**config.mk**
```make
export PLATFORM = sky130hd
export DESIGN_NAME = if_stage
export DESIGN_NICKNAME = d
export VERILOG_FILES = /design/src/rtl/if_stage_pkg.sv /design/src/rtl/if_stage_if_id_reg.sv /design/src/rtl/if_stage.sv
export SDC_FILE = /design/constraint.sdc
export NUM_CORES = 1
export LEC_CHECK = 0
export CAP_MARGIN = 25
export CORE_MARGIN = 2
export CORE_UTILIZATION = 35
export CTS_BUF_LIST = sky130_fd_sc_hd__clkbuf_4 sky130_fd_sc_hd__clkbuf_8
export CTS_CLUSTER_DIAMETER = 200
export DETAILED_ROUTE_END_ITERATION = 8
export PLACE_DENSITY = 0.63
export SLEW_MARGIN = 10
export SYNTH_ARGS = -nofsm -noshare
export SYNTH_HDL_FRONTEND = slang
export SYNTH_HIERARCHICAL = 1
export SYNTH_SLANG_ARGS = --single-unit
export TNS_END_PERCENT = 1
```
**constraint.sdc**
```tcl
create_clock -name clk -period 4.85 [get_ports clk]
set_clock_uncertainty 0.05 [all_clocks]
set_input_delay 0.97 -clock clk [delete_from_list [all_inputs] [get_ports clk]]
set_output_delay 0.97 -clock clk [all_outputs]
set_load 0.02 [all_outputs]
```
**src/rtl/if_stage_pkg.sv**
```systemverilog
// Shared fetch-stage definitions: reset constants, fetch-state encoding and PC helper.
package if_stage_pkg;

  localparam logic [31:0] RESET_PC_DEF  = 32'h0000_0000;
  localparam logic [31:0] NOP_INSTR_DEF = 32'h0000_0013;

  typedef enum logic [1:0] {
    FS_FETCH = 2'd0,
    FS_WAIT  = 2'd1,
    FS_DRAIN = 2'd2,
    FS_HOLD  = 2'd3
  } fetch_state_t;

  function automatic logic [31:0] pc_inc(input logic [31:0] p);
    return p + 32'd4;
  endfunction

endpackage

```
**src/rtl/if_stage_if_id_reg.sv**
```systemverilog
// IF/ID pipeline register: synchronous reset, flush-to-bubble, stall-hold, load.
module if_id_reg
  import if_stage_pkg::*;
#(
  parameter logic [31:0] NOP_INSTR = NOP_INSTR_DEF
) (
  input  logic        clk,
  input  logic        rst,
  input  logic        flush,
  input  logic        stall,
  input  logic        load,
  input  logic [31:0] load_pc,
  input  logic [31:0] load_instr,
  output logic        valid,
  output logic [31:0] pc,
  output logic [31:0] pc_add_4,
  output logic [31:0] instr
);

  // A bubble keeps the stale PC fields; only valid/instr mark it dead.
  always_ff @(posedge clk) begin
    if (rst) begin
      valid    <= 1'b0;
      pc       <= 32'd0;
      pc_add_4 <= 32'd4;
      instr    <= NOP_INSTR;
    end else if (flush) begin
      valid <= 1'b0;
      instr <= NOP_INSTR;
    end else if (!stall) begin
      if (load) begin
        valid    <= 1'b1;
        pc       <= load_pc;
        pc_add_4 <= pc_inc(load_pc);
        instr    <= load_instr;
      end else begin
        valid <= 1'b0;
        instr <= NOP_INSTR;
      end
    end
  end

endmodule

```
**src/rtl/if_stage.sv**
```systemverilog
// Instruction-fetch stage: fetch PC, one-outstanding imem handshake, kill of
// wrong-path responses, stall parking and the IF/ID register.
module if_stage
  import if_stage_pkg::*;
#(
  parameter logic [31:0] RESET_PC  = RESET_PC_DEF,
  parameter logic [31:0] NOP_INSTR = NOP_INSTR_DEF
) (
  input  logic        clk,
  input  logic        rst,
  input  logic [31:0] next_pc,
  input  logic        flush,
  input  logic        stall,
  output logic        imem_req,
  output logic [31:0] imem_addr,
  input  logic        imem_gnt,
  input  logic        imem_rvalid,
  input  logic [31:0] imem_rdata,
  output logic [31:0] pc,
  output logic        if_id_valid,
  output logic [31:0] if_id_pc,
  output logic [31:0] if_id_pc_add_4,
  output logic [31:0] if_id_instr
);

  fetch_state_t state_reg;
  logic [31:0]  pc_reg;
  logic [31:0]  req_pc_reg;
  logic [31:0]  hold_pc_reg;
  logic [31:0]  hold_instr_reg;
  logic         hold_valid_reg;

  logic         grant;
  logic         deliver_mem;
  logic         deliver_hold;
  logic         load;
  logic [31:0]  load_pc;
  logic [31:0]  load_instr;

  assign pc        = pc_reg;
  assign imem_addr = pc_reg;

  // Re-issue while the previous response lands gives one instruction per cycle.
  assign imem_req = !rst && !flush && !stall &&
                    (((state_reg == FS_FETCH) && !hold_valid_reg) ||
                     ((state_reg == FS_WAIT) && imem_rvalid));
  assign grant    = imem_req && imem_gnt;

  assign deliver_mem  = (state_reg == FS_WAIT) && imem_rvalid && !stall;
  assign deliver_hold = (state_reg == FS_HOLD) && !stall;
  assign load         = deliver_mem || deliver_hold;
  assign load_pc      = deliver_hold ? hold_pc_reg    : req_pc_reg;
  assign load_instr   = deliver_hold ? hold_instr_reg : imem_rdata;

  always_ff @(posedge clk) begin
    if (rst) begin
      state_reg      <= FS_FETCH;
      pc_reg         <= RESET_PC;
      req_pc_reg     <= 32'd0;
      hold_pc_reg    <= 32'd0;
      hold_instr_reg <= 32'd0;
      hold_valid_reg <= 1'b0;
    end else if (flush) begin
      pc_reg         <= next_pc;
      hold_valid_reg <= 1'b0;
      // An outstanding response must still be swallowed before fetching again.
      if (((state_reg == FS_WAIT) || (state_reg == FS_DRAIN)) && !imem_rvalid)
        state_reg <= FS_DRAIN;
      else
        state_reg <= FS_FETCH;
    end else begin
      if (grant) begin
        pc_reg     <= pc_inc(pc_reg);
        req_pc_reg <= pc_reg;
      end
      case (state_reg)
        FS_FETCH: begin
          if (grant) state_reg <= FS_WAIT;
        end
        FS_WAIT: begin
          if (imem_rvalid) begin
            if (stall) begin
              hold_pc_reg    <= req_pc_reg;
              hold_instr_reg <= imem_rdata;
              hold_valid_reg <= 1'b1;
              state_reg      <= FS_HOLD;
            end else if (!grant) begin
              state_reg <= FS_FETCH;
            end
          end
        end
        FS_DRAIN: begin
          if (imem_rvalid) state_reg <= FS_FETCH;
        end
        FS_HOLD: begin
          if (!stall) begin
            hold_valid_reg <= 1'b0;
            state_reg      <= FS_FETCH;
          end
        end
        default: state_reg <= FS_FETCH;
      endcase
    end
  end

  if_id_reg #(
    .NOP_INSTR(NOP_INSTR)
  ) u_if_id_reg (
    .clk       (clk),
    .rst       (rst),
    .flush     (flush),
    .stall     (stall),
    .load      (load),
    .load_pc   (load_pc),
    .load_instr(load_instr),
    .valid     (if_id_valid),
    .pc        (if_id_pc),
    .pc_add_4  (if_id_pc_add_4),
    .instr     (if_id_instr)
  );

endmodule

```
### Word level (Yosys, flattened, before mapping)

Cells that the tools add are included.

| operators by class | value |
|---|---|
| $add $sub $neg | 2 |
| reductions and logical operators | 26 |
| bitwise logic cells | 2 |
| eq/ne operators | 11 |
| mux-type cells | 19 |

Operators with widths:

| kind | number |
|---|---|
| $mux W32 | 5 |
| $add A32 B3 Y32 const B | 2 |
| $mux W2 | 8 |
| $ne A3 B3 Y1 const B | 4 |
| $logic_and A1 B1 Y1 | 9 |
| $pmux W2 S4 | 1 |
| $reduce_and A4 Y1 | 2 |
| $ne A2 B2 Y1 const B | 3 |
| $logic_not A1 Y1 | 5 |
| $reduce_and A5 Y1 | 1 |
| $eq A2 B2 Y1 const B | 2 |
| $mux W1 | 4 |
| $ne A4 B4 Y1 const B | 1 |
| $reduce_bool A2 Y1 | 2 |
| $logic_or A1 B1 Y1 | 3 |
| $reduce_and A3 Y1 | 1 |
| $eq A2 B1 Y1 const B | 1 |
| $logic_not A2 Y1 | 1 |
| $not A1 Y1 | 2 |
| $pmux W1 S2 | 1 |
| $reduce_and A2 Y1 | 1 |
| $reduce_or A2 Y1 | 1 |

| storage, ports and cells | value |
|---|---|
| flip-flop bits (word level) | 228 |
| input bits | 70 |
| output and inout bits | 162 |

### Logic depth before layout (Yosys ltp)

| logic depth | value |
|---|---|
| depth after elaboration | 10 |
| gate-level depth with buffers | 11 |

### Modules after synthesis

The synthesis kept the hierarchy.

Modules (own cells, without submodules):

| module | area an instance (um^2) | cells an instance | times used |
|---|---|---|---|
| if_stage | 6,451.2 | 788 | 1 |
| if_id_reg | 3,883.7 | 463 | 1 |

### Worst setup path after synthesis

No wires, ideal clock.

| timing | value |
|---|---|
| path type | in2reg |
| start | in stall |
| end | reg u_if_id_reg.pc_add_4[22] |
| path buffers | 4 |
| data required time | 4.709 ns |
| path slack | 0.879 ns |
| data arrival time | 3.830 ns |
| cell stages on the path | 11 |
| cells stage by stage | buf_2 -> nand2b_1 -> clkbuf_1 -> clkbuf_1 -> mux2_2 -> ha_1 -> nand4_4 -> or4_4 -> buf_6 -> or4_1 -> a311oi_1 |

| on the way | value |
|---|---|
| cells in the longest elaborated chain, start to end | 4 |

Ends and longest elaborated chain:

| item | RTL line | source |
|---|---|---|
| start, declared | if_stage.sv:13 | `input logic stall,` |
| $logic_not A1 Y1 | -- |  |
| $logic_and A1 B1 Y1 | if_stage.sv:50 | `assign deliver_hold = (state_reg == FS_HOLD) && !stall;` |
| $mux W32 | if_stage.sv:52 | `assign load_pc = deliver_hold ? hold_pc_reg : req_pc_reg;` |
| named net load_pc[2] | if_stage.sv:37 | `logic [31:0] load_pc;` |
| $add A32 B3 Y32 | if_stage_pkg.sv:15 | `return p + 32'd4;` |
| end signal, assigned | if_stage_if_id_reg.sv:34 | `pc_add_4 <= pc_inc(load_pc);` |
| end, declared | if_stage_if_id_reg.sv:16 | `output logic [31:0] pc_add_4,` |

The timed path passes the listed nets, and every way through them passes these cells.
A chain may end at the register's enable or synchronous reset.

### Final worst setup path

| timing | value |
|---|---|
| start | in flush |
| end | out imem_req |

| on the way | value |
|---|---|
| cells in the longest elaborated chain, start to end | 4 |

Ends and longest elaborated chain:

| item | RTL line | source |
|---|---|---|
| start, declared | if_stage.sv:12 | `input logic flush,` |
| $logic_not A1 Y1 | if_stage.sv:44 | `assign imem_req = !rst && !flush && !stall &&` |
| $logic_and A1 B1 Y1 (3 in series) | if_stage.sv:44 |  |
| end, declared | if_stage.sv:14 | `output logic imem_req,` |

Every way passes these cells.

==> results by group <==
Synth
  • Adder and majority gate portion of the synthesized area: less than 1%
  • Xor/xnor share of the synthesized area: under 10%
  • EDFF count, synth: 0
  • Primary FF master, synth: sky130_fd_sc_hd__dfxtp_1
  • Top area cells in the synthesized netlist: sky130_fd_sc_hd__dfxtp_1, sky130_fd_sc_hd__nand2_1, sky130_fd_sc_hd__mux2_2, sky130_fd_sc_hd__a21oi_1, sky130_fd_sc_hd__nor2_1
  • Avg Synthesized Cell Area: slightly above 8 sq um
  • Net count of the mapped netlist: ~1.3k
  • Synth area leader: sky130_fd_sc_hd__dfxtp_1
  • Synthesized-area fraction occupied by and/or/nand/nor cells: 22.00%
  • Area fraction of the dominant cell type after synthesis: about 44%
  • Mux contribution to synthesized area: about 8.5%
  • Number of synthesis warnings: 6
  • Largest family of logic cells by synthesized area: simple AND/OR/NAND/NOR gates
  • Gate Count Post-Synth: roughly 1.3k
  • Complex-gate fraction of the synthesized area: between 10% and 20%
  • Proportion of synthesized flip-flops having asynchronous set or reset: 0%
  • Synthesized flop and latch total: 226
  • Count of distinct cell types in the synthesized netlist: 63
  • Netlist Area Pre-Place: 0.01033 sq mm
  • Register area share after synthesis: between 40% and 50%

Final layout
  • Area of the multi-input gates: roughly 0.005 sq mm
  • Total number of nets in the final design: around 1.5k
  • Antenna cell count: 0
  • Fraction of final layout cells sized beyond drive strength 1: a little under an eighth
  • Fill cells: between 2k and 3k
  • Area delta synth->final: 30.91%
  • Register cell area after layout: between 0.004 and 0.005 sq mm
  • Share of the core filled with cells in the final layout: 46.88%

Setup path
  • Crit path launch type: input pin
  • Worst reg-to-reg setup slack: 1.47 ns
  • Largest fanout on the critical path: 7
  • Critical path capture point: imem_req
  • Endpoint kind of the worst setup timing path: output port
  • Startpoint of the most critical register-to-register path: state_reg[1]
  • Startpoint-to-endpoint class of the critical path: in -> out
  • Required time at the worst-slack endpoint: between 3 and 4 ns
  • Worst reg2reg path depth: 8
  • Capture instance of the worst register-to-register path: u_if_id_reg/pc_add_4[30]
  • Worst setup path start: flush
  • Data arrival time of the critical path: between 2 and 3 ns

Floorplanning
  • Effective utilization at floorplan: between 30% and 40%
  • Site row count: 62
  • Die H: 175.8 um
  • # IOs: 232
  • Total die area: approximately 0.03 sq mm
  • Horizontal extent of the die: approximately 180 um
  • Core box area: a little under 0.03 sq mm

Routing
  • Aggregate routed wire length: just under 30000 um
  • Remaining number of nets flagged by the antenna check after routing: 0
  • Per-cell routed wire length: 16.29 um
  • Drt initial violations: around 710
  • Via count: between 9k and 10k
  • Post-route DRC: 0
  • Via-to-Cell Ratio: slightly above 5
  • Length of the first detailed-routing pass in iterations: 5

STA
  • Crit share post-route: 78.81%
  • Slew at the pin with the worst max-slew slack: a little under 1 ns
  • Relative slew slack: between 30 and 40%
  • Period minus WS final: between 3 and 4 ns
  • Final Hold Viols: 0
  • Highest clock frequency the design can meet: between 0.2 and 0.3 GHz
  • Final TNS setup: 0 ns
  • Setup violators final: 0
  • Unrepaired setup endpoints after global routing: no
  • Final count of pins violating max slew: 0

Clocking
  • Number of levels the H-tree was split into: 2
  • Buffer levels on the longest clock path: 3
  • Clock transition at path regs: roughly 0.050 ns
  • Number of buffers inserted by post-CTS setup repair: 0
  • CTS Hold Buffers Added: 0
  • Buffer cell driving the clock tree root: sky130_fd_sc_hd__clkbuf_8
  • Clock tree sinks: 226
  • Clock latency at the later pin of the worst-skew pair: ~0.54 ns
  • Number of buffers added by the clock tree synthesis step: 41
  • Post-cts repair resize count: 0
  • CTS tree: done

Global route
  • Overall track demand over capacity in global routing: a little under a fifth
  • Grt met1 use: a little over a quarter
  • Number of global-route vias before repair: around 8.7k
  • Largest net degree at the start of global routing: 97
  • Busiest layer in global routing: met2
  • Number of antenna violations at the first check in global routing: 0
  • Global-route wire length before repair: around 47000 um
  • GR met2 Demand/Resource: between 20 and 30%
  • GR Util met3: approximately 3.6%
  • Grt total ovfl: 0

Run
  • Number of max-capacitance violations reported: 0

Placement
  • Number of buffer cells added on primary ports: between 200 and 250
  • HPWL after detailed placement: just over 20000 um
  • Final weighted congestion of routability-driven global placement: ~0.84

Power
  • Max IR drop VDD: roughly 160 uV
  • Total power consumption of the routed design: between 4 and 5 mW
  • Pwr/cell area: ~310 mW/mm^2
  • Static power due to leakage: 4.459 nW

Run status
  • Status: complete, no violations

Worst hold path
  • Hold Crit Class: reg -> reg
-- layout make-up --
type	instances	share of cell area (%)
Inverter	15	0.4162
Tap cell	384	3.551
Sequential cell	226	33.44
Clock buffer	64	5.910
Multi-Input combinational cell	886	38.07
Clock inverter	5	0.5734
Timing Repair Buffer	246	18.04
-- cell usage after synthesis (13+ instances only) --
| cell type | n |
|---|---|
| sky130_fd_sc_hd__o21ai_0 | 14 |
| sky130_fd_sc_hd__xor2_1 | 18 |
| sky130_fd_sc_hd__clkbuf_1 | 70 |
| sky130_fd_sc_hd__a21oi_1 | 139 |
| sky130_fd_sc_hd__nand4_1 | 22 |
| sky130_fd_sc_hd__buf_4 | 34 |
| sky130_fd_sc_hd__xnor2_1 | 13 |
| sky130_fd_sc_hd__mux2_2 | 66 |
| sky130_fd_sc_hd__inv_1 | 15 |
| sky130_fd_sc_hd__nor2_1 | 98 |
| sky130_fd_sc_hd__a211oi_1 | 27 |
| sky130_fd_sc_hd__a22oi_1 | 29 |
| sky130_fd_sc_hd__nand3_1 | 23 |
| sky130_fd_sc_hd__nand2_1 | 292 |
| sky130_fd_sc_hd__dfxtp_1 | 226 |
-- per-stage QoR --
step	setup WS (ns)	hold slack, ns	area, sq um	instances
after floorplan	0.8792	0.3838	10330	1251
after global placement	0.9770	0.3885	12640	1756
after detailed placement	0.9882	0.3941	12640	1756
after CTS	1.032	0.4017	13510	1825
after global routing	0.9657	0.4176	13530	1826
final	1.028	0.3995	13530	1826
-- worst min path at each step --
stage / from / to / slack (ns) / depth (start not counted)
after floorplan: hold_instr_reg[0] / hold_instr_reg[0] / 0.38 / 2
after global placement: hold_pc_reg[19] / hold_pc_reg[19] / 0.39 / 2
after detailed placement: hold_pc_reg[11] / hold_pc_reg[11] / 0.39 / 2
after CTS: hold_pc_reg[11] / hold_pc_reg[11] / 0.40 / 2
final: hold_pc_reg[11] / hold_pc_reg[11] / 0.40 / 2
after global routing: u_if_id_reg/pc[7] / u_if_id_reg/pc[7] / 0.42 / 2
-- critical path, cell delays in order --
cell                              delay (ns)
sky130_fd_sc_hd__clkdlybuf4s50_1        0.43
sky130_fd_sc_hd__or2_1                  0.36
sky130_fd_sc_hd__a211oi_1               0.36
sky130_fd_sc_hd__clkdlybuf4s50_1        0.68
-- power by group --
group | switching (mW) | total, mW | internal (mW)
registers | 0.0473 | 1.93 | 1.88
clock network | 0.770 | 1.92 | 1.15
logic | 0.177 | 0.339 | 0.162
-- kinds of logic after synthesis --
kind of cell,Yosys count
simple gates,511
compound gates,259
mux,79
fa+ha+maj,6
flops,226
xor+xnor,31
buf+inv,139
-- per-layer routing --
layer	up-vias	routed length, um
li1	4639	-
met1	4266	14480
met2	296	12940
met3	53	1659
met4	0	667
met5	-	0
-- cell usage in the layout, fill, tap and decap left out, types with 5 or more instances in the layout --
| master | n |
|---|---|
| sky130_fd_sc_hd__o31ai_1 | 7 |
| sky130_fd_sc_hd__nor3_1 | 8 |
| sky130_fd_sc_hd__a21oi_1 | 139 |
| sky130_fd_sc_hd__dfxtp_1 | 226 |
| sky130_fd_sc_hd__a22oi_1 | 29 |
| sky130_fd_sc_hd__a31oi_1 | 7 |
| sky130_fd_sc_hd__ha_1 | 6 |
| sky130_fd_sc_hd__or3_1 | 8 |
| sky130_fd_sc_hd__or4_1 | 8 |
| sky130_fd_sc_hd__nand2b_1 | 5 |
| sky130_fd_sc_hd__clkdlybuf4s50_1 | 229 |
| sky130_fd_sc_hd__xor2_1 | 18 |
| sky130_fd_sc_hd__a211oi_1 | 26 |
| sky130_fd_sc_hd__clkbuf_4 | 13 |
| sky130_fd_sc_hd__mux2i_1 | 11 |
| sky130_fd_sc_hd__and3_1 | 5 |
| sky130_fd_sc_hd__nand3_1 | 22 |
| sky130_fd_sc_hd__buf_4 | 13 |
| sky130_fd_sc_hd__inv_1 | 15 |
| sky130_fd_sc_hd__a311oi_1 | 12 |
| sky130_fd_sc_hd__nand4_1 | 22 |
| sky130_fd_sc_hd__clkbuf_8 | 51 |
| sky130_fd_sc_hd__xnor2_1 | 13 |
| sky130_fd_sc_hd__o21ai_0 | 14 |
| sky130_fd_sc_hd__nor2_1 | 98 |
| sky130_fd_sc_hd__nor4_1 | 9 |
| sky130_fd_sc_hd__nand2_1 | 292 |
| sky130_fd_sc_hd__mux2_2 | 66 |
| sky130_fd_sc_hd__and4_1 | 10 |
No activity file was read; power rests on OpenSTA's default activity.
